<file path="src/rtl/alu_fifo_pkg.sv">
// Shared types and widths for the ALU command master: command packing,
// result width, outstanding counter width and the issue FSM state encoding.
// Optional statistics counters are enabled with ALU_CMD_STATS_EN.
package alu_fifo_pkg;

    // Field widths of a command and of a returned result
    localparam int unsigned OP_W   = 2;
    localparam int unsigned OPND_W = 4;
    localparam int unsigned CMD_W  = 10;
    localparam int unsigned RES_W  = 9;

    // Outstanding counter width; MAX_OUT must fit in it
    localparam int unsigned OUT_W  = 4;

    // Bit positions of the command fields inside cmd_data
    localparam int unsigned CMD_OP_LSB = 8;
    localparam int unsigned CMD_A_LSB  = 4;
    localparam int unsigned CMD_B_LSB  = 0;

`ifdef ALU_CMD_STATS_EN
    // Width of the wrapping statistics counters
    localparam int unsigned STAT_W = 16;
`endif

    // ALU operation encoding carried in the op field
    typedef enum logic [OP_W-1:0] {
        OP_ADD = 2'd0,
        OP_SUB = 2'd1,
        OP_AND = 2'd2,
        OP_XOR = 2'd3
    } alu_op_e;

    // Command payload as it appears on cmd_data (op in the MSBs)
    typedef struct packed {
        alu_op_e             op;
        logic [OPND_W-1:0]   a;
        logic [OPND_W-1:0]   b;
    } alu_cmd_t;

    // Issue FSM states
    typedef enum logic [1:0] {
        ST_IDLE  = 2'd0,
        ST_SEND  = 2'd1,
        ST_STALL = 2'd2,
        ST_DRAIN = 2'd3
    } cmd_state_e;

    // Place the request fields at their command bit positions
    function automatic logic [CMD_W-1:0] pack_cmd(
        input logic [OP_W-1:0]   op,
        input logic [OPND_W-1:0] a,
        input logic [OPND_W-1:0] b
    );
        logic [CMD_W-1:0] cmd;
        cmd = '0;
        cmd[CMD_OP_LSB +: OP_W]  = op;
        cmd[CMD_A_LSB  +: OPND_W] = a;
        cmd[CMD_B_LSB  +: OPND_W] = b;
        return cmd;
    endfunction

endpackage

</file>
<file path="src/rtl/alu_cmd_queue.sv">
// Synchronous command FIFO with full/empty/last flags and a head taken
// straight from the storage registers. A push to a full queue is accepted
// when a pop happens in the same cycle; i_clear empties it and wins over
// any push in that cycle.
module alu_cmd_queue
    import alu_fifo_pkg::*;
#(
    parameter int unsigned DEPTH = 4,
    parameter int unsigned WIDTH = CMD_W
) (
    input  logic             clk,
    input  logic             reset,
    input  logic             i_clear,
    input  logic             i_push,
    input  logic [WIDTH-1:0] i_data,
    input  logic             i_pop,
    output logic [WIDTH-1:0] o_head,
    output logic             o_full,
    output logic             o_empty,
    output logic             o_last
);

    localparam int unsigned AW = $clog2(DEPTH);

    logic [AW:0]      r_wr_ptr;
    logic [AW:0]      r_rd_ptr;
    logic [WIDTH-1:0] r_mem [DEPTH];

    logic             w_empty;
    logic             w_full;
    logic [AW:0]      w_count;
    logic             w_pop_ok;
    logic             w_push_ok;

    // Occupancy flags from the extra wrap bit of the pointers
    always_comb begin
        w_empty   = (r_wr_ptr == r_rd_ptr);
        w_full    = (r_wr_ptr == {~r_rd_ptr[AW], r_rd_ptr[AW-1:0]});
        w_count   = r_wr_ptr - r_rd_ptr;
        w_pop_ok  = i_pop && !w_empty;
        w_push_ok = i_push && (!w_full || w_pop_ok);
    end

    // Pointer update; clear discards everything including a same-cycle push
    always_ff @(posedge clk or negedge reset) begin
        if (!reset) begin
            r_wr_ptr <= '0;
            r_rd_ptr <= '0;
        end else if (i_clear) begin
            r_wr_ptr <= '0;
            r_rd_ptr <= '0;
        end else begin
            if (w_push_ok) begin
                r_wr_ptr <= r_wr_ptr + (AW+1)'(1);
            end
            if (w_pop_ok) begin
                r_rd_ptr <= r_rd_ptr + (AW+1)'(1);
            end
        end
    end

    // Entry storage; payload only, occupancy lives in the pointers
    always_ff @(posedge clk) begin
        if (w_push_ok && !i_clear) begin
            r_mem[r_wr_ptr[AW-1:0]] <= i_data;
        end
    end

    assign o_head  = r_mem[r_rd_ptr[AW-1:0]];
    assign o_full  = w_full;
    assign o_empty = w_empty;
    assign o_last  = (w_count == (AW+1)'(1));

endmodule

</file>
<file path="src/rtl/alu_cmd_master.sv">
// Host-to-ALU command master: queues host requests, issues them to the ALU
// FIFO under an outstanding-command credit limit, forwards results with one
// cycle of latency and supports a flush that discards queued commands and
// waits for in-flight results. Define ALU_CMD_STATS_EN to add the
// stat_issued/stat_done counters.
module alu_cmd_master
    import alu_fifo_pkg::*;
#(
    parameter int unsigned QDEPTH  = 4,
    parameter int unsigned MAX_OUT = 8
) (
    input  logic              clk,
    input  logic              reset,
    input  logic              req_valid,
    output logic              req_ready,
    input  logic [OP_W-1:0]   req_op,
    input  logic [OPND_W-1:0] req_a,
    input  logic [OPND_W-1:0] req_b,
    output logic [CMD_W-1:0]  cmd_data,
    output logic              cmd_valid,
    input  logic              cmd_ready,
    input  logic              res_valid,
    input  logic [RES_W-1:0]  res_data,
    output logic              out_valid,
    output logic [RES_W-1:0]  out_data,
    output logic [OUT_W-1:0]  outstanding,
    output logic              err_unexp,
    input  logic              flush,
    output logic              busy
`ifdef ALU_CMD_STATS_EN
    ,
    output logic [STAT_W-1:0] stat_issued,
    output logic [STAT_W-1:0] stat_done
`endif
);

    cmd_state_e       r_state;
    cmd_state_e       w_state_nxt;

    logic             w_push;
    logic             w_pop;
    logic             w_ret;
    logic             w_unexp;
    logic             w_q_full;
    logic             w_q_empty;
    logic             w_q_last;
    logic             w_q_nonempty_nxt;
    logic [CMD_W-1:0] w_cmd_in;
    logic [CMD_W-1:0] w_q_head;
    logic [OUT_W-1:0] w_out_nxt;
    logic             w_cmd_valid;
    logic             w_req_ready;

    logic [OUT_W-1:0] r_outstanding;
    logic             r_out_valid;
    logic [RES_W-1:0] r_out_data;
    logic             r_err_unexp;

    // Handshakes, credit bookkeeping and queue occupancy after this edge
    always_comb begin
        w_cmd_in         = pack_cmd(req_op, req_a, req_b);
        w_push           = req_valid && w_req_ready;
        w_pop            = w_cmd_valid && cmd_ready;
        w_ret            = res_valid && (r_outstanding != '0);
        w_unexp          = res_valid && (r_outstanding == '0);
        w_out_nxt        = r_outstanding + OUT_W'(w_pop) - OUT_W'(w_ret);
        w_q_nonempty_nxt = w_push || (!w_q_empty && !(w_q_last && w_pop));
    end

    alu_cmd_queue #(
        .DEPTH (QDEPTH),
        .WIDTH (CMD_W)
    ) u_queue (
        .clk     (clk),
        .reset   (reset),
        .i_clear (flush),
        .i_push  (w_push),
        .i_data  (w_cmd_in),
        .i_pop   (w_pop),
        .o_head  (w_q_head),
        .o_full  (w_q_full),
        .o_empty (w_q_empty),
        .o_last  (w_q_last)
    );

    // FSM state register
    always_ff @(posedge clk or negedge reset) begin
        if (!reset) begin
            r_state <= ST_IDLE;
        end else begin
            r_state <= w_state_nxt;
        end
    end

    // Next state: the credit limit outranks queue occupancy, flush outranks all
    always_comb begin
        w_state_nxt = r_state;
        if (flush) begin
            w_state_nxt = ST_DRAIN;
        end else begin
            unique case (r_state)
                ST_DRAIN: begin
                    if (r_outstanding == '0) begin
                        w_state_nxt = ST_IDLE;
                    end
                end
                default: begin
                    if (w_out_nxt == OUT_W'(MAX_OUT)) begin
                        w_state_nxt = ST_STALL;
                    end else if (w_q_nonempty_nxt) begin
                        w_state_nxt = ST_SEND;
                    end else begin
                        w_state_nxt = ST_IDLE;
                    end
                end
            endcase
        end
    end

    // Moore outputs decoded from the state register and queue flags
    always_comb begin
        w_cmd_valid = 1'b0;
        w_req_ready = 1'b0;
        unique case (r_state)
            ST_IDLE:  w_req_ready = !w_q_full;
            ST_SEND: begin
                w_req_ready = !w_q_full;
                w_cmd_valid = 1'b1;
            end
            ST_STALL: w_req_ready = !w_q_full;
            ST_DRAIN: w_req_ready = 1'b0;
            default:  w_req_ready = 1'b0;
        endcase
    end

    // Outstanding credit count; unexpected results never underflow it
    always_ff @(posedge clk or negedge reset) begin
        if (!reset) begin
            r_outstanding <= '0;
        end else begin
            r_outstanding <= w_out_nxt;
        end
    end

    // Result forwarding stage and sticky unexpected-result flag
    always_ff @(posedge clk or negedge reset) begin
        if (!reset) begin
            r_out_valid <= 1'b0;
            r_out_data  <= '0;
            r_err_unexp <= 1'b0;
        end else begin
            r_out_valid <= res_valid;
            if (res_valid) begin
                r_out_data <= res_data;
            end
            if (w_unexp) begin
                r_err_unexp <= 1'b1;
            end
        end
    end

`ifdef ALU_CMD_STATS_EN
    logic [STAT_W-1:0] r_stat_issued;
    logic [STAT_W-1:0] r_stat_done;

    // Wrapping counters of command transfers and result beats
    always_ff @(posedge clk or negedge reset) begin
        if (!reset) begin
            r_stat_issued <= '0;
            r_stat_done   <= '0;
        end else begin
            if (w_pop) begin
                r_stat_issued <= r_stat_issued + STAT_W'(1);
            end
            if (res_valid) begin
                r_stat_done <= r_stat_done + STAT_W'(1);
            end
        end
    end

    assign stat_issued = r_stat_issued;
    assign stat_done   = r_stat_done;
`endif

    // Head data is only meaningful while presented, so hold zero otherwise
    assign cmd_data    = w_cmd_valid ? w_q_head : '0;
    assign cmd_valid   = w_cmd_valid;
    assign req_ready   = w_req_ready;
    assign out_valid   = r_out_valid;
    assign out_data    = r_out_data;
    assign outstanding = r_outstanding;
    assign err_unexp   = r_err_unexp;
    assign busy        = !w_q_empty || (r_outstanding != '0);

endmodule

</file>
<file path="config.mk">
export PLATFORM = sky130hd
export DESIGN_NAME = alu_cmd_master
export DESIGN_NICKNAME = d
export VERILOG_FILES = /design/src/rtl/alu_fifo_pkg.sv /design/src/rtl/alu_cmd_queue.sv /design/src/rtl/alu_cmd_master.sv
export SDC_FILE = /design/constraint.sdc
export NUM_CORES = 1
export LEC_CHECK = 0
export CORE_AREA = 10 10 81 90
export CTS_BUF_LIST = sky130_fd_sc_hd__clkbuf_8
export DETAILED_ROUTE_END_ITERATION = 6
export DIE_AREA = 0 0 91 100
export HOLD_SLACK_MARGIN = 0.1
export MAX_ROUTING_LAYER = met4
export PLACE_DENSITY = 0.81
export SLEW_MARGIN = 5
export SYNTH_ARGS = -nofsm -noshare
export SYNTH_HDL_FRONTEND = slang
export SYNTH_SLANG_ARGS = --single-unit
</file>
<file path="constraint.sdc">
create_clock -name clk -period 7.32 [get_ports clk]
set_clock_uncertainty 0.1 [all_clocks]
set_input_delay 1.464 -clock clk [delete_from_list [all_inputs] [get_ports clk]]
set_output_delay 1.464 -clock clk [all_outputs]
set_load 0.05 [all_outputs]
</file>
### After elaboration in Yosys (flattened, before gate mapping)

Memories as Yosys holds them, arrays and structs flattened.
Cells that the tools add are included.

| word-level totals | value |
|---|---|
| bits in registers | 23 |
| memory bits (writable) | 40 |
| input bits | 25 |
| output and inout bits | 28 |
| logic and storage cells | 58 |
| memories | 1 |

Memories:

| memory | depth | bits a word | rd ports | clocked after Yosys merged registers in | write ports | RTL line | source |
|---|---|---|---|---|---|---|---|
| u_queue.r_mem | 4 | 10 | 1 | 0 | 1 | alu_cmd_queue.sv:27 | `logic [WIDTH-1:0] r_mem [DEPTH];` |

| cells by class | value |
|---|---|
| add/subtract/negate cells | 5 |
| equality and inequality tests | 8 |
| mux-type cells | 14 |
| bitwise operators | 1 |
| reductions and logical operators | 22 |

Operators by type and width:

| cell | count |
|---|---|
| $mux W3 | 4 |
| $mux W10 | 1 |
| $logic_and A1 B1 Y1 | 9 |
| $mux W2 | 4 |
| $add A3 B1 Y3 const B | 2 |
| $eq A3 B3 Y1 | 2 |
| $add A4 B1 Y4 | 1 |
| $eq A2 B2 Y1 const B | 2 |
| $eq A4 B4 Y1 const B | 1 |
| $logic_not A1 Y1 | 4 |
| $logic_not A4 Y1 | 1 |
| $mux W1 | 4 |
| $reduce_bool A2 Y1 | 2 |
| $reduce_bool A4 Y1 | 1 |
| $sub A4 B1 Y4 | 1 |
| $eq A3 B1 Y1 const B | 1 |
| $logic_or A1 B1 Y1 | 3 |
| $ne A3 B3 Y1 const B | 1 |
| $reduce_or A3 Y1 | 1 |
| $sub A3 B3 Y3 | 1 |
| $eq A2 B1 Y1 const B | 1 |
| $logic_not A2 Y1 | 1 |
| $pmux W1 S2 | 1 |
| $not A1 Y1 | 1 |

### Longest topological paths before layout

Gate-level depths: netlist of the first run.

| logic depth | value |
|---|---|
| depth after elaboration | 11 |
| mapped depth | 13 |
| depth with buffers taken out | 13 |

### Modules after synthesis

Synthesis of the first run repeated with hierarchy kept, for this count alone.

| second synthesis, totals | value |
|---|---|
| cell total of the unflattened synthesis | 181 |
| area, all modules | 2815.2 um^2 |

By module, submodules not included:

| module | times used | cells each | area each (um^2) | seq. area each (um^2) |
|---|---|---|---|---|
| alu_cmd_queue | 1 | 105 | 1940.6 | 1351.3 |
| alu_cmd_master | 1 | 76 | 874.6 | 425.4 |

### Worst setup path before layout of the first run

OpenSTA, ideal clock, no wires.

| path | value |
|---|---|
| kind | input to register |
| from | input res_valid |
| to | register r_state[0] |
| library setup time | 129 ps |
| data arrival time | 3686 ps |
| data required time | 7091 ps |
| path slack | 3405 ps |
| cell stages on the path | 11 |
| path buffers | 1 |
| cells stage by stage | clkbuf_1 nor2b_1 ha_1 inv_1 ha_1 inv_1 fa_1 inv_1 or4b_1 mux2i_1 o21ai_0 |

| between the ends | value |
|---|---|
| cells in the longest elaborated chain, start to end | 6 |

RTL lines:

| item | RTL line | source |
|---|---|---|
| start: declaration | alu_cmd_master.sv:22 | `input logic res_valid,` |
| $logic_and A1 B1 Y1 | alu_cmd_master.sv:64 | `w_ret = res_valid && (r_outstanding != '0);` |
| $sub A4 B1 Y4 | alu_cmd_master.sv:66 | `w_out_nxt = r_outstanding + OUT_W'(w_pop) - OUT_W'(w_ret);` |
| via w_out_nxt[1] | alu_cmd_master.sv:50 | `logic [OUT_W-1:0] w_out_nxt;` |
| $eq A4 B4 Y1 | alu_cmd_master.sv:108 | `if (w_out_nxt == OUT_W'(MAX_OUT)) begin` |
| $mux W2 | alu_cmd_master.sv:108 |  |
| $mux W2 | alu_cmd_master.sv:101 | `unique case (r_state)` |
| $mux W2 | alu_cmd_master.sv:98 | `if (flush) begin` |
| end signal: assignment | alu_cmd_master.sv:91 | `r_state <= w_state_nxt;` |
| end: declaration | alu_cmd_master.sv:37 | `cmd_state_e r_state;` |

The timed path passes the listed nets, and every way through them passes these cells.
A chain may end at the register's enable or synchronous reset.

### Final worst setup path of the first run

| path | value |
|---|---|
| from | register u_queue.r_rd_ptr[0] |
| to | output req_ready |

| between the ends | value |
|---|---|
| cells in the longest elaborated chain, start to end | 3 |

RTL lines:

| item | RTL line | source |
|---|---|---|
| start: declaration | alu_cmd_queue.sv:26 | `logic [AW:0] r_rd_ptr;` |
| start signal: assignment | alu_cmd_queue.sv:57 | `r_rd_ptr <= r_rd_ptr + (AW+1)'(1);` |
| $eq A3 B3 Y1 | alu_cmd_queue.sv:38 | `w_full = (r_wr_ptr == {~r_rd_ptr[AW], r_rd_ptr[AW-1:0]});` |
| $logic_not A1 Y1 | alu_cmd_master.sv:125, alu_cmd_master.sv:127, alu_cmd_master.sv:130 |  |
| $pmux W1 S2 | alu_cmd_master.sv:124 | `unique case (r_state)` |
| end: declaration | alu_cmd_master.sv:15 | `output logic req_ready,` |

Every way passes these cells.

==> impl_metrics.ini, run 1 <==
[status]
status = finished, final reports clean

[grt]
grt.total_usage_pct = 13.0
grt_pass1_wl_mm = 8.98
maximum_number_of_pins_on_one_net_before_global_route_repair = 24
antenna_found_initial = 0
global_route.overflow_total = 0
grt_pass1_vias = 1842

[timing]
finalSetupViolations = 0
rsz0062_at_grt = no
timing_hold_violations_final = 0
tns_ns = 0
final.min_clock_period_ns = 4.29
post-route-period-util_pct = 58.6
relative_slew_slack_pct = 30.6
fmax_mhz = 233
timing.final.max_slew_violations = 0
worst_slew_pin_slew_ns = 1.04
worst_slack_ns = 3.03

[floorplan]
io_pins = 53
core_area_um2 = 5590
rows = 29
die_area_um2 = 9100
dieHeight_um = 100
chipWidth_um = 91
floorplan.initialDensity_pct = 49.5

[place]
io_buffer_count = 52
dp_slack_ns = 2.80
globalplace.congestion = 0.778
detailedPlacementHpwl_mm = 3.89

[worst_setup_path]
timing.critical_path.fanout_max = 13
timing.critical_path.to_type = output pin
crit_path_cell_trace = ha_1 > nand2_1 > o21a_1 > clkdlybuf4s50_1
worstPathRequired_ns = 5.76
crit_slowest_cell = dfrtp_1
timing.critical_path.from_type = register
max_stage_delay_ns = 0.85
timing.critical_path.arrival_ns = 2.72
critPathKind = reg -> out

[drt]
drt-vias-per-instance = 5.17
detailed_router_iteration_count_before_antenna_repair = 4
post_detailed_routing_wire_length_mm = 5.37
routed_wire_per_std_cell_um = 17.3
antenna_left = 0
first_iter_violations = 118
via_count = 1603
remaining_drc_errors = 0

[synthesis]
synth_cells = 171
synth_cell_type_count = 33
synthesis.area_per_instance_um2 = 16.2
register_bit_total_from_synthesis = 63
synth.yosys.seq_area_share_pct = 64.3
syn_warnings = 0
mappedNetlistArea_um2 = 2770
synth.net_count = 210

[clock_network]
cts_max_path_buffers = 2
cts_post_setup_buffers_inserted = 0
clk_root_buffer_cell = clkbuf_8
clk-insertion-delay-late_ns = 0.34
clock_tree_from_tritoncts = yes
clk_pin_slew_worst_paths_ns = 0.08
cts_repair_resize_count = 0
cts_max_level = 3
cts.sinks = 63
cts_inserted_buffers = 9
cts.hold.buffers_added = 0

[final_layout]
fillCellCount = 438
end_of_flow_core_utilization_pct = 64.4
insertedDiodeCount = 0
layout.nets = 267
syn2layout_area_growth_pct = 30.2
layout.cells.most_common_list = 52 x clkdlybuf4s50_1, 40 x edfxtp_1, 23 x dfrtp_1
drive_above_1_share_pct = 15.5
layout.cells.most_common = clkdlybuf4s50_1

[power]
power.leakage_nw = 1.38
pwr_density_cell_nw_per_um2 = 337
peakVddDrop_mv = 0.236

[run]
drv_cap = 0

[hold_path]
timing.hold.worst.class = reg -> reg
## report_power, final
part           leakage (nW)  total (mW)  internal (mW)  switching [mW]
logic                 0.620       0.406          0.152           0.254
registers             0.637       0.439          0.415          0.0241
clock network         0.120       0.368          0.227           0.141
total                  1.38        1.21          0.795           0.419
## state kept, by name, summed over array words and instances, names as in the netlist
signal	flops
outstanding	4
out_valid	1
u_queue.r_wr_ptr	3
out_data	9
r_state	2
u_queue.r_rd_ptr	3
u_queue.r_mem	40
err_unexp	1
## stage by stage
stage          instance area (µm²)  power (mW)  hold WS [ns]  std cells
3_3_place_gp                  3360       0.848         0.344        294
5_1_grt                       3600        1.28         0.423        310
2_1_floorplan                 2770       0.722         0.466        171
4_1_cts                       3600        1.23         0.411        310
6_report                      3600        1.21         0.405        310
3_5_place_dp                  3360       0.859         0.393        294
## layout make-up
type | count | area, µm² | share of cell area [%]
Clock inverter | 7 | 120 | 3.34
Clock buffer | 9 | 124 | 3.44
Sequential cell | 63 | 1780 | 49.3
Multi-Input combinational cell | 90 | 918 | 25.5
Inverter | 12 | 45.0 | 1.25
Tap cell | 77 | 96.3 | 2.68
Timing Repair Buffer | 52 | 520 | 14.5
## final timing paths
check / from / slack (ns) / endpoint / cells past startpoint
hold reg to reg: err_unexp / 0.41 / err_unexp / 1
min in group asynchronous: reset / 1.59 / u_queue.r_rd_ptr[0] / 1
setup / recovery: u_queue.r_rd_ptr[0] / 3.03 / req_ready / 4
setup reg to reg: outstanding[2] / 4.08 / r_state[0] / 13
max in group asynchronous: reset / 4.91 / u_queue.r_wr_ptr[2] / 1
hold / removal: err_unexp / 0.41 / err_unexp / 1
## cell usage after synthesis
library cell  instances  area share, %
ha_1                 12            5.4
dfrtp_1              23             21
nor2_1                9            1.2
mux4_2               10            8.1
or4b_1                1           0.36
and2_1               14            3.2
mux2_2                9            3.7
nand2_1               2           0.27
clkbuf_2              1           0.18
and3b_1               1           0.32
o21ai_0               2           0.36
clkbuf_1              2           0.27
inv_1                12            1.6
buf_2                 1           0.18
o21a_1                1           0.27
nand3_1               1           0.18
xnor2_1               2           0.63
nor3b_1               1           0.27
a211o_1               1           0.32
buf_1                 2           0.27
nand4_1               1           0.23
xnor3_4               1           0.95
o2111ai_1             1           0.32
a32oi_1               1           0.32
xor2_1                6            1.9
nor2b_1               2           0.45
nand4b_1              2           0.63
edfxtp_1             40             43
mux2i_1               3            1.1
fa_1                  2            1.4
a21o_1                2           0.54
o211ai_1              2           0.54
a21oi_1               1           0.18
## cell families (layout without fill, tap and decap cells)
logic type | count (synthesis) | count (layout) | share of synthesized area [%]
DFF | 63 | 63 | 64.3
adders and majority gates | 14 | 14 | 6.88
AOI/OAI and AO/OA | 11 | 11 | 2.85
xor gates and xnor gates | 9 | 9 | 3.48
buffers and inverters | 18 | 80 | 2.53
muxes | 22 | 22 | 12.9
and+or+nand+nor | 34 | 34 | 7.10
## worst max-delay path, delay by kind of cell, from the launching register on
family | cells | cell delay, ns
compound gates | 1 | 0.16
fa+ha+maj | 1 | 0.39
simple gates | 1 | 0.15
flops | 1 | 0.85
buf+inv | 1 | 0.83
## layer usage
layer / wire length, µm / GRT usage (%)
met4: 59 / 4.34
met2: 2600 / 20.5
met3: 381 / 5.75
met5: 0 / -
met1: 2330 / 14.6
Power figures use the tool's default switching activity.
==> inputs of run 2 (changes only) <==
==> constraint.sdc (replaced) <==
create_clock -name clk -period 4.1 [get_ports clk]
set_clock_uncertainty 0.1 [all_clocks]
set_input_delay 0.82 -clock clk [delete_from_list [all_inputs] [get_ports clk]]
set_output_delay 0.82 -clock clk [all_outputs]
set_load 0.05 [all_outputs]
==> impl_metrics.ini, run 2 (synthesis gave the netlist of run 1 again) <==
[floorplan]
die_area_um2 = 9100
io_pins = 53
dieHeight_um = 100
chipWidth_um = 91
floorplan.initialDensity_pct = 49.5
rows = 29
core_area_um2 = 5590

[clock_network]
cts_max_path_buffers = 2
cts_inserted_buffers = 9
cts_repair_resize_count = 0
cts_post_setup_buffers_inserted = 0
cts.sinks = 63
cts_max_level = 3
clk_pin_slew_worst_paths_ns = 0.07
cts.hold.buffers_added = 0
clk_root_buffer_cell = clkbuf_8
clock_tree_from_tritoncts = yes
clk-insertion-delay-late_ns = 0.34

[timing]
final.min_clock_period_ns = 3.42
timing_hold_violations_final = 0
worst_slack_ns = 0.683
rsz0062_at_grt = no
fmax_mhz = 293
timing.final.max_slew_violations = 0
post-route-period-util_pct = 83.3
worst_slew_pin_slew_ns = 1.07
finalSetupViolations = 0
tns_ns = 0
whs_ns = 0.370
relative_slew_slack_pct = 28.4

[place]
globalplace.congestion = 0.811
detailedPlacementHpwl_mm = 3.85
dp_slack_ns = 0.375
io_buffer_count = 52

[grt]
global_route.overflow_total = 0
grt_pass1_vias = 1763
maximum_number_of_pins_on_one_net_before_global_route_repair = 24
grt_pass1_wl_mm = 8.99
antenna_found_initial = 0
grt.total_usage_pct = 12.8

[drt]
first_iter_violations = 68
via_count = 1584
antenna_left = 0
routed_wire_per_std_cell_um = 17.1
detailed_router_iteration_count_before_antenna_repair = 4
post_detailed_routing_wire_length_mm = 5.38
drt-vias-per-instance = 5.04
remaining_drc_errors = 0

[worst_setup_path]
timing.critical_path.to_type = register
worstPathRequired_ns = 4.21
register_to_register_setup_slack_ns = 0.95
worstReg2RegStart = outstanding[2]
critPathKind = in -> reg
regToRegEndpoint = r_state[0]
rr_worst_depth = 14
timing.critical_path.from_type = input port
timing.critical_path.arrival_ns = 3.53
timing.critical_path.fanout_max = 4

[power]
peakVddDrop_mv = 0.452
power.leakage_nw = 1.38
pwr_density_cell_nw_per_um2 = 582
finalPower_mw = 2.09

[hold_path]
holdPathStages = 1
timing.hold.worst.class = reg -> reg
worstHoldStart = err_unexp
whs_endpoint = err_unexp

[final_layout]
layout.cells.most_common = clkdlybuf4s50_1
drive_above_1_share_pct = 16.5
layout.cells.most_common_list = 52 x clkdlybuf4s50_1, 40 x edfxtp_1, 23 x dfrtp_1
layout.nets = 271
max_reg_flops = 40
fillCellCount = 421
insertedDiodeCount = 0
syn2layout_area_growth_pct = 30.2

[status]
status = finished, final reports clean

[run]
drv_cap = 0
run 2: cell count changes in the layout (fill, tap and decap cells not counted):
| cell | delta |
|---|---|
| buf_4 | +4 |
| clkinv_4 | -1 |
| bufinv_16 | -1 |
| clkinv_2 | +1 |
| clkinvlp_4 | +1 |
| inv_6 | -1 |
| inv_1 | +1 |
run 2: worst max-delay path, stage by stage:
cell and delay (ns):
clkdlybuf4s50_1 0.46, and3b_1 0.22, inv_1 0.06, ha_1 0.28, inv_1 0.06, ha_1 0.15
inv_1 0.06, fa_1 0.51, inv_1 0.06, or4b_1 0.51, mux2i_1 0.21, o21ai_0 0.14
run 2: layout make-up:
class	count	area, µm²	area share, %
timing repair buffer	56	551	15.3
clock inverter	7	88.8	2.47
multi-input combinational	90	918	25.5
clock buffer	9	124	3.44
tap	77	96.3	2.68
inverter	12	45.0	1.25
sequential	63	1780	49.4
run 2: worst max-delay path by stage:
stage          cells past startpoint         end       from
4_1_cts                           12  r_state[0]  cmd_ready
6_report                          12  r_state[0]  cmd_ready
2_1_floorplan                     11  r_state[0]  res_valid
3_5_place_dp                      12  r_state[0]  cmd_ready
3_3_place_gp                      12  r_state[0]  cmd_ready
5_1_grt                           12  r_state[0]  cmd_ready
run 2: metal layers:
| layer | up-vias | global-route usage, % | routed length (µm) |
|---|---|---|---|
| met1 | 769 | 15.2 | 2460 |
| li1 | 749 | - | - |
| met3 | 10 | 5.30 | 367 |
| met5 | - | - | 0 |
| met4 | 0 | 5.79 | 87 |
| met2 | 56 | 18.9 | 2460 |
run 2: power by group:
group	switching, mW	internal, mW	total, mW	leakage (nW)
logic	0.460	0.277	0.737	0.641
registers	0.0389	0.741	0.780	0.637
clock network	0.240	0.337	0.577	0.106
run 2: stage by stage:
step / std cells / instance area, µm² / util (%)
after floorplan: 171 / 2770 / -
after global placement: 298 / 3390 / 60.6
after detailed placement: 298 / 3390 / 60.6
after CTS: 314 / 3600 / 64.4
after global routing: 314 / 3600 / 64.4
final: 314 / 3600 / 64.4
